[src/rtl/tiny_prog_loader.sv]
// tiny_prog_loader: fills the tiny_processor 16x8 instruction memory from a byte stream and
// gates the processor reset. Optional `CHECKSUM_EN adds a trailing checksum byte and ERROR state.
module tiny_prog_loader #(
    parameter int DATA_W = 8,
    parameter int ADDR_W = 4,
    parameter int DEPTH  = 16
) (
    input  logic              clk,
    input  logic              reset,
    input  logic              load_start,
    input  logic              in_valid,
    input  logic [DATA_W-1:0] in_data,
    output logic              in_ready,
    input  logic [ADDR_W-1:0] fetch_addr,
    output logic [DATA_W-1:0] fetch_instr,
    output logic              cpu_reset,
    output logic [ADDR_W-1:0] cpu_start_address,
    output logic              loaded,
    output logic              load_error,
    output logic [ADDR_W:0]   words_loaded
);
    localparam logic [2:0] S_IDLE   = 3'd0;
    localparam logic [2:0] S_HEADER = 3'd1;
    localparam logic [2:0] S_DATA   = 3'd2;
    localparam logic [2:0] S_RUN    = 3'd3;
`ifdef CHECKSUM_EN
    localparam logic [2:0] S_CSUM   = 3'd4;
    localparam logic [2:0] S_ERROR  = 3'd5;
`endif

    logic [2:0]                   state_q, state_d;
    logic [ADDR_W-1:0]            start_q, start_d;
    logic [ADDR_W-1:0]            last_q, last_d;
    logic [ADDR_W-1:0]            wptr_q, wptr_d;
    logic [ADDR_W:0]              words_q, words_d;
    logic [DEPTH-1:0][DATA_W-1:0] mem_q, mem_d;
`ifdef CHECKSUM_EN
    logic [DATA_W-1:0]            sum_q, sum_d;
`endif
    logic                         xfer;

    always_comb begin
        in_ready = 1'b0;
        case (state_q)
            S_HEADER, S_DATA: in_ready = 1'b1;
`ifdef CHECKSUM_EN
            S_CSUM:           in_ready = 1'b1;
`endif
            default:          in_ready = 1'b0;
        endcase
    end

    assign xfer = in_valid && in_ready;

    always_comb begin
        state_d = state_q;
        start_d = start_q;
        last_d  = last_q;
        wptr_d  = wptr_q;
        words_d = words_q;
        mem_d   = mem_q;
`ifdef CHECKSUM_EN
        sum_d   = sum_q;
`endif
        // A new load request overrides everything, including a byte offered in the same cycle.
        if (load_start) begin
            state_d = S_HEADER;
        end else begin
            case (state_q)
                S_HEADER: if (xfer) begin
                    start_d = in_data[2*ADDR_W-1:ADDR_W];
                    last_d  = in_data[ADDR_W-1:0];
                    wptr_d  = '0;
                    words_d = '0;
`ifdef CHECKSUM_EN
                    sum_d   = in_data;
`endif
                    state_d = S_DATA;
                end
                S_DATA: if (xfer) begin
                    mem_d[wptr_q] = in_data;
                    words_d       = words_q + 1'b1;
`ifdef CHECKSUM_EN
                    sum_d         = sum_q + in_data;
`endif
                    if (wptr_q == last_q) begin
`ifdef CHECKSUM_EN
                        state_d = S_CSUM;
`else
                        state_d = S_RUN;
`endif
                    end else begin
                        wptr_d = wptr_q + 1'b1;
                    end
                end
`ifdef CHECKSUM_EN
                S_CSUM: if (xfer) begin
                    state_d = (DATA_W'(sum_q + in_data) == '0) ? S_RUN : S_ERROR;
                end
`endif
                default: ;
            endcase
        end
    end

    always_ff @(posedge clk) begin
        if (reset) begin
            state_q <= S_IDLE;
            start_q <= '0;
            last_q  <= '0;
            wptr_q  <= '0;
            words_q <= '0;
            mem_q   <= '0;
`ifdef CHECKSUM_EN
            sum_q   <= '0;
`endif
        end else begin
            state_q <= state_d;
            start_q <= start_d;
            last_q  <= last_d;
            wptr_q  <= wptr_d;
            words_q <= words_d;
            mem_q   <= mem_d;
`ifdef CHECKSUM_EN
            sum_q   <= sum_d;
`endif
        end
    end

    assign fetch_instr       = mem_q[fetch_addr];
    assign loaded            = (state_q == S_RUN);
    assign cpu_reset         = !loaded;
    assign cpu_start_address = start_q;
    assign words_loaded      = words_q;
`ifdef CHECKSUM_EN
    assign load_error        = (state_q == S_ERROR);
`else
    assign load_error        = 1'b0;
`endif
endmodule
[config.mk]
export PLATFORM = sky130hd
export DESIGN_NAME = tiny_prog_loader
export DESIGN_NICKNAME = d
export VERILOG_FILES = /design/src/rtl/tiny_prog_loader.sv
export SDC_FILE = /design/constraint.sdc
export NUM_CORES = 1
export LEC_CHECK = 0
export BUFFER_PORTS_ARGS = -buffer_cell sky130_fd_sc_hd__buf_2
export CORE_MARGIN = 3
export CORE_UTILIZATION = 65
export CTS_CLUSTER_SIZE = 8
export DETAILED_ROUTE_END_ITERATION = 10
export PLACE_DENSITY = 0.8
export SKIP_CTS_REPAIR_TIMING = 1
export SYNTH_ARGS = -nofsm -noshare
export SYNTH_HDL_FRONTEND = slang
export SYNTH_SLANG_ARGS = --single-unit
export TNS_END_PERCENT = 5
[constraint.sdc]
create_clock -name clk -period 4.8 [get_ports clk]
set_clock_uncertainty 0.1 [all_clocks]
set_input_delay 0.72 -clock clk [delete_from_list [all_inputs] [get_ports clk]]
set_output_delay 0.72 -clock clk [all_outputs]
set_load 0.05 [all_outputs]
==> impl_metrics.env, run 1 <==
export IMPL_slew_limit_headroom_pct=34.06
export IMPL_wl_mm=15.54
export IMPL_worstRegToRegCells=6
export IMPL_ys_ff_latch=147
export IMPL_synth_area_mm2=0.006738
export IMPL_slew_viol_final=0
export IMPL_placed_area_mm2=0.006833
export IMPL_syn_inst=612
export IMPL_crit_type="in2out"
export IMPL_min_path_type="in2reg"
export IMPL_endpoint="fetch_instr[6]"
export IMPL_first_global_vias=4619
export IMPL_hold_violations=0
export IMPL_tritoncts="done"
export IMPL_drive_gt1_share_pct=15.31
export IMPL_synthTopCellsByArea="dfxtp_1, mux2i_1, mux4_1, nor2_1, mux4_2"
export IMPL_num_antenna_cells=0
export IMPL_status="completed"
export IMPL_rrSetupSlack_ns=1.86
export IMPL_ys_seq_area_share_pct=43.68
export IMPL_drc=0
export IMPL_worst_slew_pin_slew_ns=0.9891
export IMPL_dieArea_mm2=0.01162
export IMPL_grt_first_pass_wirelength_mm=24.67
export IMPL_finalSetupViolCount=0
export IMPL_cp_arrival_ns=2.84
export IMPL_std_cell_rows=36
export IMPL_cts_sinks=147
export IMPL_synth_top_area_share_pct=43.68
export IMPL_grt_overflow=0
export IMPL_syn_area_per_cell_um2=11.01
export IMPL_rsz0062_at_grt="false"
export IMPL_synth_top_area_cell="dfxtp_1"
export IMPL_drtIter0Drc=348
export IMPL_ys_warn_count=0
export IMPL_drtAntennaViolNets=0
export IMPL_h_tree_depth=4
export IMPL_vias_per_cell=6.096
export IMPL_synth_nets=636
export IMPL_critPathRequiredTime_ns=3.98
export IMPL_crit_start="fetch_addr[0]"
export IMPL_nets=640
export IMPL_tns_ns=0
export IMPL_power_density_mw_per_mm2=357.5
export IMPL_io_buffer_count=35
export IMPL_crit_fanout=32
export IMPL_antenna_found_initial=0
export IMPL_reg2reg_to="mem_q[104]$_SDFFE_PP0P_"
export IMPL_fp_dieW_um=107.8
export IMPL_clk_pin_slew_ns=0.06
export IMPL_fin_area_mm2=0.007407
export IMPL_clock_root_buffer="clkbuf_8"
export IMPL_post_route_min_period_ns=3.658
export IMPL_dp_hpwl_mm=9.675
export IMPL_grt_max_degree=97
export IMPL_cp_start_kind="input pin"
export IMPL_core_area_mm2=0.009910
export IMPL_clk_insertion_delay_late_ns=0.53
export IMPL_p_leak_nw=3.854
export IMPL_io_pin_count=37
export IMPL_vias=4633
export IMPL_ys_types=38
export IMPL_gp_congestion=0.8008
export IMPL_fp_dieH_um=107.8
export IMPL_synthToLayoutAreaGrowth_pct=9.935
export IMPL_cts_buffers=17
export IMPL_wl_per_cell_um=20.45
export IMPL_start_util_pct=67.99
export IMPL_track_usage_pct=28.71
export IMPL_first_pass_iters=5
export IMPL_cap_viol_max_count=0
export IMPL_reg2reg_from="state_q[0]$_SDFFE_PP0P_"
export IMPL_worst_ir_drop_vdd_uv=305.9
export IMPL_period_share_pct=76.20
export IMPL_worstSetupEndpointType="output pin"
export IMPL_fmax_ghz=0.2734
export IMPL_cts_buffer_depth=2
-- routing by layer --
metal	track usage [%]	up-vias	wire, um	share of wire [%]
li1	-	2163	-	-
met1	37.36	2260	6571	42
met2	46.18	179	7619	49
met3	7.798	31	1045	6.7
met4	10.28	0	308	2.0
met5	0	-	0	0
-- cells by family after synthesis --
kind of cell               share of synthesized area (%)
AOI/OAI and AO/OA                                  1.746
and+or+nand+nor                                    13.63
other                                            0.05566
DFF                                                43.68
muxes                                              34.11
adders and majority gates                          1.486
buffers and inverters                              4.252
xor gates and xnor gates                           1.040
-- flip-flops by register name, indices dropped and copies added (netlist names) --
name and count:
words_loaded 5, wptr_q 4, state_q 2, cpu_start_address 4
last_q 4, mem_q 128
-- power by group --
part	total, W	internal (W)	switching [W]
sequential	0.00123	0.00122	0.00000390
combinational	0.000119	0.0000338	0.0000853
clock	0.00130	0.000826	0.000475
-- metrics by stage --
stage | worst slack, ns | hold WS [ns] | util [%] | total power, W | instances
after floorplan | 1.856 | 0.3478 | - | 0.001352 | 612
after CTS | 1.122 | 0.3048 | 74.75 | 0.002659 | 760
after global placement | 1.213 | 0.3447 | 68.95 | 0.001370 | 730
after detailed placement | 1.122 | 0.3513 | 68.95 | 0.001372 | 730
after global routing | 1.061 | 0.3181 | 74.75 | 0.002727 | 760
final | 1.142 | 0.3298 | 74.75 | 0.002648 | 760
-- cells in the mapped netlist --
cell type / n
and4bb_1: 1
and2_1: 3
nand2b_1: 2
o21ai_1: 1
nor3b_1: 1
a221oi_1: 1
mux2i_1: 131
dfxtp_1: 147
nor2b_1: 3
nor3_2: 1
buf_2: 4
buf_4: 3
and2_0: 1
buf_1: 1
mux4_2: 17
nand2_1: 26
nand3_1: 3
buf_6: 4
and3_1: 1
a211oi_1: 1
nand3_2: 12
xnor2_1: 1
nor2_1: 135
a21o_1: 1
ha_1: 8
nor4_1: 1
a21oi_1: 14
xor2_1: 7
clkbuf_1: 38
mux4_1: 23
nand4_2: 4
buf_8: 2
a2111o_1: 1
nor3_1: 1
inv_1: 6
conb_1: 1
nand4_1: 4
o21bai_1: 1
-- critical path, cell delays in order --
cell and delay (ns):
buf_2 0.69, mux4_1 0.67, mux4_2 0.51, buf_2 0.23
-- cells in the final DEF (no fill, tap or decap), types with 2 or more instances in the layout --
cell type,synthesis,final
buf_4,3,3
nand2b_1,2,2
nand2_1,26,26
mux4_1,23,23
dfxtp_1,147,147
mux2i_1,131,131
clkinv_2,0,2
buf_2,4,34
ha_1,8,8
inv_1,6,6
nand4_1,4,4
clkbuf_1,38,5
a21oi_1,14,14
clkbuf_16,0,16
nand3_2,12,12
nor2_1,135,135
xor2_1,7,7
nand4_2,4,4
bufinv_16,0,3
mux4_2,17,17
clkbuf_8,0,4
nor2b_1,3,3
nand3_1,3,3
and2_1,3,3
-- final cells by class --
cell class                 count  area [um2]
tap                          133       166.4
sequential                   147        2943
clock buffer                  25       474.2
fill                         672        2502
inverter                       6       22.52
clock inverter                 5       100.1
multi-input combinational    407        3508
timing repair buffer          37       192.7
-- worst min-delay path by stage --
stage,from,to,depth (start not counted)
CTS,load_start,state_q[1]$_SDFFE_PP0P_,2
global placement,cpu_start_address[1]$_SDFFE_PP0P_,cpu_start_address[1]$_SDFFE_PP0P_,2
finish,load_start,state_q[1]$_SDFFE_PP0P_,2
global route,load_start,state_q[1]$_SDFFE_PP0P_,2
detailed placement,cpu_start_address[1]$_SDFFE_PP0P_,cpu_start_address[1]$_SDFFE_PP0P_,2
floorplan,last_q[0]$_SDFFE_PP0P_,last_q[0]$_SDFFE_PP0P_,2
(Power assumes the default switching activity.)
==> run 2: changes to the inputs <==
Settings changed: CORE_UTILIZATION 65 to 61, PLACE_DENSITY 0.8 to 0.76.
Clock period 4.8 ns to 3.6 ns, I/O delays scaled along.
==> impl_metrics.env, run 2 (same netlist as run 1, synthesis figures left out) <==
export IMPL_wl_mm=15.63
export IMPL_gp_congestion=0.7771
export IMPL_tritoncts="done"
export IMPL_antenna_found_initial=0
export IMPL_dp_hpwl_mm=9.809
export IMPL_std_cell_rows=37
export IMPL_wl_per_cell_um=20.30
export IMPL_reg2reg_from="state_q[0]$_SDFFE_PP0P_"
export IMPL_worst_slew_pin_slew_ns=1.110
export IMPL_min_path_type="in2reg"
export IMPL_num_antenna_cells=0
export IMPL_clk_insertion_delay_late_ns=0.53
export IMPL_first_pass_iters=5
export IMPL_power_density_mw_per_mm2=476.6
export IMPL_vias=4637
export IMPL_place_inst=738
export IMPL_worst_ir_drop_vdd_uv=397.5
export IMPL_largest_register_ffs=128
export IMPL_cap_viol_max_count=0
export IMPL_grt_max_degree=111
export IMPL_p_leak_nw=3.885
export IMPL_synthToLayoutAreaGrowth_pct=11.03
export IMPL_cts_sinks=147
export IMPL_hold_ws_ns=0.1614
export IMPL_hold_violations=0
export IMPL_grt_overflow=0
export IMPL_fp_dieH_um=111.1
export IMPL_drtAntennaViolNets=0
export IMPL_drc=0
export IMPL_power_w=0.003565
export IMPL_post_route_min_period_ns=3.068
export IMPL_crit_fanout=24
export IMPL_fmax_ghz=0.3260
export IMPL_dieArea_mm2=0.01234
export IMPL_grt_first_pass_wirelength_mm=24.76
export IMPL_drtIter0Drc=384
export IMPL_core_area_mm2=0.01051
export IMPL_final_util_pct=71.19
export IMPL_final_common_cell="dfxtp_1"
export IMPL_finalSetupViolCount=0
export IMPL_io_pin_count=37
export IMPL_cts_buffer_depth=2
export IMPL_crit_type="in2out"
export IMPL_crit_chain="buf_2, buf_12, mux4_1, mux4_2, buf_2"
export IMPL_crit_start="fetch_addr[0]"
export IMPL_top_register="mem_q"
export IMPL_cp_arrival_ns=2.43
export IMPL_track_usage_pct=26.25
export IMPL_cp_slowest_cell="mux4_1"
export IMPL_cp_start_kind="input pin"
export IMPL_first_global_vias=4559
export IMPL_holdCritStartpoint="load_start"
export IMPL_slew_limit_headroom_pct=25.99
export IMPL_period_share_pct=85.22
export IMPL_cts_buffers=17
export IMPL_clock_root_buffer="clkbuf_8"
export IMPL_h_tree_depth=4
export IMPL_instances_no_fill=770
export IMPL_nets=645
export IMPL_rsz0062_at_grt="false"
export IMPL_fillers=752
export IMPL_fp_dieW_um=111.1
export IMPL_vias_per_cell=6.022
export IMPL_status="completed"
export IMPL_worstSetupEndpointType="output pin"
export IMPL_final_cell_mix="dfxtp_1, nor2_1, mux2i_1, buf_2, nand2_1"
export IMPL_cp_slowest_stage_delay_ns=0.62
export IMPL_slew_viol_final=0
export IMPL_crit_top_cell="buf_2"
export IMPL_start_util_pct=64.11
export IMPL_tns_ns=0
export IMPL_critPathRequiredTime_ns=2.96
export IMPL_clk_pin_slew_ns=0.06
export IMPL_io_buffer_count=35
export IMPL_drive_gt1_share_pct=16.56
[run 2: routing by layer]
metal	vias to the layer above	global-route usage [%]	wire (um)
li1	2176	-	-
met1	2286	33.88	6758
met2	145	43.73	7648
met3	30	5.568	936
met4	0	9.570	291
met5	-	0	0
[run 2: stage by stage]
| stage | setup slack [ns] | instance area (um2) |
|---|---|---|
| after global routing | 0.5064 | 7481 |
| after detailed placement | 0.5487 | 6887 |
| after CTS | 0.5502 | 7481 |
| after floorplan | 1.016 | 6738 |
| after global placement | 0.5832 | 6887 |
| final | 0.5321 | 7481 |
[run 2: final timing paths]
check,to,slack (ns),cells past startpoint
min reg2reg,cpu_start_address[1]$_SDFFE_PP0P_,0.36,2
max,fetch_instr[6],0.53,5
max reg2reg,mem_q[107]$_SDFFE_PP0P_,1.03,7
min,state_q[1]$_SDFFE_PP0P_,0.16,2
[run 2: layout make-up]
cell class / instances / area (um2) / area share, %
Multi-Input combinational cell: 407 / 3508 / 46.90
Clock buffer: 23 / 466.7 / 6.239
Inverter: 6 / 22.52 / 0.3011
Sequential cell: 147 / 2943 / 39.34
Clock inverter: 9 / 127.6 / 1.706
Tap cell: 136 / 170.2 / 2.275
Timing Repair Buffer: 42 / 242.7 / 3.245
[run 2: power breakdown]
group | internal [W] | switching (W) | leakage [nW] | total (W)
logic | 0.0000489 | 0.000116 | 2.42 | 0.000165
registers | 0.00163 | 0.00000526 | 1.18 | 0.00164
clock network | 0.00111 | 0.000656 | 0.284 | 0.00176
[run 2: critical path, delay by kind of cell]
| kind | cells | cell delay, ns |
|---|---|---|
| mux | 2 | 1.11 |
| buf+inv | 3 | 0.76 |
